## config.mk

```make
export PLATFORM = sky130hd
export DESIGN_NAME = reg_status_file
export DESIGN_NICKNAME = d
export VERILOG_FILES = /design/src/rtl/reg_status_file.sv
export SDC_FILE = /design/constraint.sdc
export NUM_CORES = 2
export LEC_CHECK = 0
export BUFFER_PORTS_ARGS = -buffer_cell sky130_fd_sc_hd__buf_2
export CAP_MARGIN = 20
export CORE_ASPECT_RATIO = 0.75
export CORE_MARGIN = 10
export CORE_UTILIZATION = 64
export CTS_CLUSTER_DIAMETER = 150
export DETAILED_ROUTE_END_ITERATION = 12
export HOLD_SLACK_MARGIN = 0.03
export PLACE_DENSITY = 0.81
export SKIP_LAST_GASP = 1
export SYNTH_ARGS = -nofsm -noshare
export SYNTH_HDL_FRONTEND = slang
export SYNTH_SLANG_ARGS = --single-unit
```

## constraint.sdc

```tcl
create_clock -name clk -period 48.8 [get_ports clk]
set_clock_uncertainty 0.15 [all_clocks]
set_input_delay 0 -clock clk [delete_from_list [all_inputs] [get_ports clk]]
set_output_delay 0 -clock clk [all_outputs]
set_load 0.1 [all_outputs]
```

## src/rtl/reg_status_file.sv

```systemverilog
// Architectural register file with ROB rename-tag tracking: multi-port in-order
// commit, same-cycle commit-to-read bypass, and a flush that drops in-flight tags.
module reg_status_file #(
  parameter int XLEN    = 32,
  parameter int NREG    = 32,
  parameter int TAG_W   = 3,
  parameter int NCOMMIT = 1,
  parameter int RW      = $clog2(NREG)
) (
  input  logic                      clk,
  input  logic                      rst,
  input  logic                      pause,
  input  logic                      flush,
  input  logic [NCOMMIT-1:0]        commit_valid,
  input  logic [NCOMMIT*RW-1:0]     commit_reg,
  input  logic [NCOMMIT*TAG_W-1:0]  commit_tag,
  input  logic [NCOMMIT*XLEN-1:0]   commit_data,
  input  logic                      disp_valid,
  input  logic [RW-1:0]             disp_rs1,
  input  logic [RW-1:0]             disp_rs2,
  input  logic [RW-1:0]             disp_rd,
  input  logic [TAG_W-1:0]          disp_tag,
  output logic                      out_valid,
  output logic [XLEN-1:0]           out_val1,
  output logic [XLEN-1:0]           out_val2,
  output logic [TAG_W-1:0]          out_tag1,
  output logic [TAG_W-1:0]          out_tag2
);

  logic [XLEN-1:0]  regs_q [NREG];
  logic [TAG_W-1:0] dep_q  [NREG];
  logic [XLEN-1:0]  regs_d [NREG];
  logic [TAG_W-1:0] dep_d  [NREG];

  logic [RW-1:0]    src     [2];
  logic [XLEN-1:0]  src_val [2];
  logic [TAG_W-1:0] src_tag [2];
  logic             accept;

  assign src[0] = disp_rs1;
  assign src[1] = disp_rs2;
  assign accept = disp_valid & ~flush;

  // Source lookup uses pre-update state; a commit retiring the exact producer
  // forwards its data. Ascending port order lets the youngest hit win.
  always_comb begin
    for (int s = 0; s < 2; s++) begin
      src_tag[s] = dep_q[src[s]];
      src_val[s] = regs_q[src[s]];
      if (dep_q[src[s]] != '0) begin
        for (int p = 0; p < NCOMMIT; p++) begin
          if (commit_valid[p] &&
              commit_reg[p*RW +: RW] == src[s] &&
              commit_tag[p*TAG_W +: TAG_W] == dep_q[src[s]]) begin
            src_tag[s] = '0;
            src_val[s] = commit_data[p*XLEN +: XLEN];
          end
        end
      end
    end
  end

  always_comb begin
    regs_d = regs_q;
    dep_d  = dep_q;
    for (int p = 0; p < NCOMMIT; p++) begin
      if (commit_valid[p] && commit_reg[p*RW +: RW] != '0) begin
        regs_d[commit_reg[p*RW +: RW]] = commit_data[p*XLEN +: XLEN];
        // A mismatching tag means a newer producer owns the register.
        if (dep_q[commit_reg[p*RW +: RW]] == commit_tag[p*TAG_W +: TAG_W])
          dep_d[commit_reg[p*RW +: RW]] = '0;
      end
    end
    if (flush) begin
      for (int r = 0; r < NREG; r++)
        dep_d[r] = '0;
    end else if (disp_valid && disp_rd != '0) begin
      dep_d[disp_rd] = disp_tag;
    end
  end

  always_ff @(posedge clk or posedge rst) begin
    if (rst) begin
      for (int r = 0; r < NREG; r++) begin
        regs_q[r] <= '0;
        dep_q[r]  <= '0;
      end
      out_valid <= 1'b0;
      out_val1  <= '0;
      out_val2  <= '0;
      out_tag1  <= '0;
      out_tag2  <= '0;
    end else if (!pause) begin
      for (int r = 0; r < NREG; r++) begin
        regs_q[r] <= regs_d[r];
        dep_q[r]  <= dep_d[r];
      end
      out_valid <= accept;
      if (accept) begin
        out_val1 <= src_val[0];
        out_val2 <= src_val[1];
        out_tag1 <= src_tag[0];
        out_tag2 <= src_tag[1];
      end
    end
  end

endmodule
```

* Yosys cells after proc, flatten, opt, wreduce, memory -nomap -nowiden *
Index checks and enable logic that the tools add are counted.

word-level totals
  bits in registers = 1191
  bits in latches = 0
  memory bits (writable) = 0
  ROM bits = 0
  bits of input ports = 64
  output and inout port bits = 71
  word-level logic and storage cells = 138
  memories kept = 0

operators by class
  add/subtract/negate cells = 0
  $mul = 0
  divide/modulo/power cells = 0
  magnitude comparators = 6
  eq/ne operators = 5
  shifts and indexed selects = 0
  mux-type cells = 35
  bitwise gates (word level) = 9
  reductions and logical operators = 14

operators by type and width
  cell                                                                          number
  1024-bit bitwise mux                                                          1
  96-bit two-way mux                                                            4
  32-bit binary-select mux with 5-bit select                                    2
  32-bit two-way mux                                                            9
  32-bit demux with 5-bit select                                                1
  96-bit AND                                                                    1
  96-bit bitwise mux                                                            1
  96-bit inverter                                                               1
  3-bit binary-select mux with 5-bit select                                     3
  3-bit two-way mux                                                             12
  3-bit demux with 5-bit select                                                 2
  6-bit >= comparator, second input constant                                    4
  5-bit inverter with 6-bit output                                              4
  6-bit by 1-bit less-than comparator with 1-bit output, second input constant  2
  5-bit == test                                                                 2
  5-bit nonzero test                                                            2
  3-bit == test                                                                 3
  1-bit logical AND                                                             8
  3-bit nonzero test                                                            2
  2-bit AND reduction                                                           2
  1-bit inverter                                                                2
  1-bit AND                                                                     1

* Depth between registers and ports, before layout *
  depth in word-level cells = 12
  depth in mapped cells = 13
  mapped depth without buffers = 8

* Least setup slack after synthesis *
Ideal clock, no wire load.

  kind = input -> register
  from = in disp_rs1[0]
  to = reg out_val1[10]
  library setup time = 132 ps
  arrival time = 2467 ps
  required time = 48518 ps
  path slack = 46051 ps
  stages = 8
  cells stage by stage = buf_2 -> buf_2 -> buf_2 -> buf_1 -> mux4_2 -> mux4_2 -> a221oi_1 -> o21ai_0

between the ends
  longest elaborated chain between the ends = 8

ends and longest elaborated chain
  item                                                    RTL line    RTL
  start: declaration                                      19          input logic [RW-1:0] disp_rs1,
  5-bit inverter with 6-bit output (implied by the code)  49, 50, 54
  3-bit binary-select mux with 5-bit select               50, 54
  3-bit two-way mux (implied by the code) (2 in a row)    50, 54
  3-bit == test                                           54          commit_tag[p*TAG_W +: TAG_W] == dep_q[src[s]]) begin
  1-bit logical AND                                       53          commit_reg[p*RW +: RW] == src[s] &&
  32-bit two-way mux                                      52          if (commit_valid[p] &&
  32-bit two-way mux *                                    50          if (dep_q[src[s]] != '0) begin
  end signal: assignment                                  100         out_val1 <= src_val[0];
  end: declaration                                        24          output logic [XLEN-1:0] out_val1,

Every way passes the cells marked *; elsewhere a longest branch is shown, timed or not. The select of a mux whose other input is x is not followed.
A chain may end at the register's enable or synchronous reset.

==> flow_summary.toml <==
[outcome]
status = "complete, no violations"

[place]
gp_congestion = 0.923
dp_hpwl_um = 100000
io_buffers = 134
dp_cells = 5357

[timing]
finalMaxSlewViolations = 0
final.min_clock_period_ns = 4.80
worstMarginPinSlew_ns = 1.17
worst_hold_slack_ns = 0.109
fmax_ghz = 0.208
hold_viol = 0
finalSetupTns_ns = 0
rsz0062_at_grt = "false"
post-route-period-util_pct = 9.83
slew_headroom_pct = 22.1
setup_viol = 0

[grt]
top_usage_layer = "met2"
use_met2_pct = 48.9
grt_max_degree = 187
grt-ovfl-total = 0
grt_usage_pct = 32.6
grt_use_met1_pct = 45.2
grt_pass1_vias = 43700
antenna_found_initial = 3
use_met3_pct = 9.21
grt_pass1_wl_um = 282000

[die]
fp.dieW_um = 387
die_area_mm2 = 0.114
die_h_um = 295
io_pins = 135
core_area_mm2 = 0.0996
start_util_pct = 64.7
rows = 100

[cts]
clock_latency_ns = 0.74
htreeDepth = 3
cts_made_buffers = 115
cts_tree = "done"
cts_num_sinks = 1191
post_cts_resize_count = 0
clk_pin_slew_worst_paths_ns = 0.06
clockBufferDepth = 3
cts_root_buffer = "clkbuf_16"

[power]
swShare_pct = 29.6
pwr-share-comb_pct = 20.8
cellLeakagePower_nw = 31.1
power_frac_clock_pct = 34.0
peakVddDrop_uv = 31.3
p_seq_share_pct = 45.2
power_switching_mw = 0.810
intPower_mw = 1.92
p_per_area_mw_per_mm2 = 38.8

[worst_setup_path]
crit_type = "primary input to async pin"
cp_slowest_cell = "buf_4"
critPathLaunchType = "primary input"
cp.required_ns = 49.38
crit_path_end_kind = "async pin"
worst_path_most_repeated_cell = "buf_4"
reg2reg_from = "dep_q[35]"
cp-startpoint = "rst"
worstPathArrival_ns = 5.38
max_stage_delay_ns = 0.86
cp_cell_sequence = "dlygate4sd3_1 > buf_2 > dlygate4sd3_1 > inv_8 > buf_4 > buf_12 > buf_4 > buf_4"
worstPathMaxFanout = 178

[run]
maxCapViolCount = 0

[route]
wl_per_cell_um = 33.2
via_per_inst = 7.52
routed_wl_um = 187000
ant_nets = 0
num_vias = 42500
drt_iter0_drc = 5712
drt_pass1_iterations = 8
drc = 0

[cells_and_area]
syn_to_final_growth_pct = 9.18
post-route-util_pct = 70.7
drive_gt1_share_pct = 48.7
nFillCells = 6376
fin_nets = 4288
fin_cells = 5647
layout_commonest_cell = "dfrtp_1"
final_cell_mix = "dfrtp_1, mux2_2, mux4_2, nand2_1, buf_2"

[synthesis]
synth_top_area_share_pct = 46.2
synth_ff_type = "dfrtp_1"
netlist_area_mm2 = 0.0645
synth_area_leader_cell = "dfrtp_1"
synth_edf_count = 0
yosysWarnings = 0
syn_nets = 4368
yosys_register_bits = 1191
async_reset_ff_share_pct = 100
synth_top_cells_by_area = "dfrtp_1, mux4_2, mux2_2"
ys_seq_area_share_pct = 46.2
syn_inst = 4304
syn_area_per_cell_um2 = 15.0
synth.distinct_cells = 54

[min_path]
hold_start = "commit_reg[0]"
min_path_type = "primary input to flop"
path summary, 6_finish.rpt:
| check | endpoint | slack (ns) | cells past startpoint |
|---|---|---|---|
| max in group clk | out_val2[31] | 44.31 | 11 |
| min in group asynchronous | regs_q[256] | 0.51 | 4 |
| worst min register to register | regs_q[1017] | 0.24 | 0 |
| worst min-delay path | dep_q[26] | 0.11 | 5 |
| worst max-delay path | regs_q[493] | 44.00 | 8 |
| worst max register to register | out_val2[31] | 44.52 | 8 |
area by class of cell:
cell class                      instances  area, um2  share of cell area, %
Clock buffer                          161       3270                   4.65
Clock inverter                         50        628                  0.892
Timing Repair Buffer                  291       2160                   3.06
Multi-Input combinational cell       2520      32500                   46.1
Inverter                              105        402                  0.570
Antenna cell                            3       7.51                 0.0107
Tap cell                             1326       1660                   2.36
Sequential cell                      1191      29800                   42.3
logic make-up after synthesis:
group	Yosys count	synth area share, %
AOI/OAI and AO/OA	406	4.96
xor gates and xnor gates	17	0.243
buffers and inverters	593	3.69
DFF	1191	46.2
muxes	1762	42.4
and+or+nand+nor	335	2.50
through the flow:
stage          power (mW)  setup WS (ns)  instance area (um2)
5_1_grt              2.83          43.28                70400
3_3_place_gp         1.78          43.89                65700
4_1_cts              2.73          43.80                70400
3_5_place_dp         1.80          43.85                65700
2_1_floorplan        1.66          15.10                64500
6_report             2.73          44.00                70400
cell usage after synthesis, types with 37 or more instances:
library cell,n
clkbuf_1,282
buf_1,148
inv_1,105
dfrtp_1,1191
o21ai_0,61
a22o_1,38
buf_2,47
o221ai_1,93
nand2_1,199
a221oi_1,44
mux2_2,977
nor2b_1,47
mux2i_1,94
mux4_2,675
o31a_1,37
registers in the layout, indices dropped and copies added, names as in the netlist:
register   cells
dep_q         96
out_tag1       3
out_tag2       3
out_val1      32
out_val2      32
out_valid      1
regs_q      1024
what timing repair did:
item                       CTS  global route
hold endpoints to repair  1278             0
setup buffers                0             0
hold buffers                74             0
power by group through the flow:
stage / Combinational, mW / Sequential (mW) / Clock [mW]
2_1_floorplan: 0.369 / 1.30 / 0
3_5_place_dp: 0.558 / 1.25 / 0
4_1_cts: 0.566 / 1.23 / 0.936
5_1_grt: 0.602 / 1.25 / 0.976
3_3_place_gp: 0.543 / 1.23 / 0
6_report: 0.569 / 1.24 / 0.929
critical path, delay by kind of cell:
kind     cells  cell delay (ns)
buf+inv      8             5.13
per-layer routing:
| metal | vias up | wire (um) | share of wire [%] |
|---|---|---|---|
| met3 | 627 | 22400 | 12 |
| met5 | - | 11 | 0.0059 |
| met1 | 22400 | 71300 | 38 |
| met2 | 2839 | 84600 | 45 |
| li1 | 16600 | - | - |
| met4 | 2 | 8860 | 4.7 |
No activity file was read; power rests on OpenSTA's default activity.
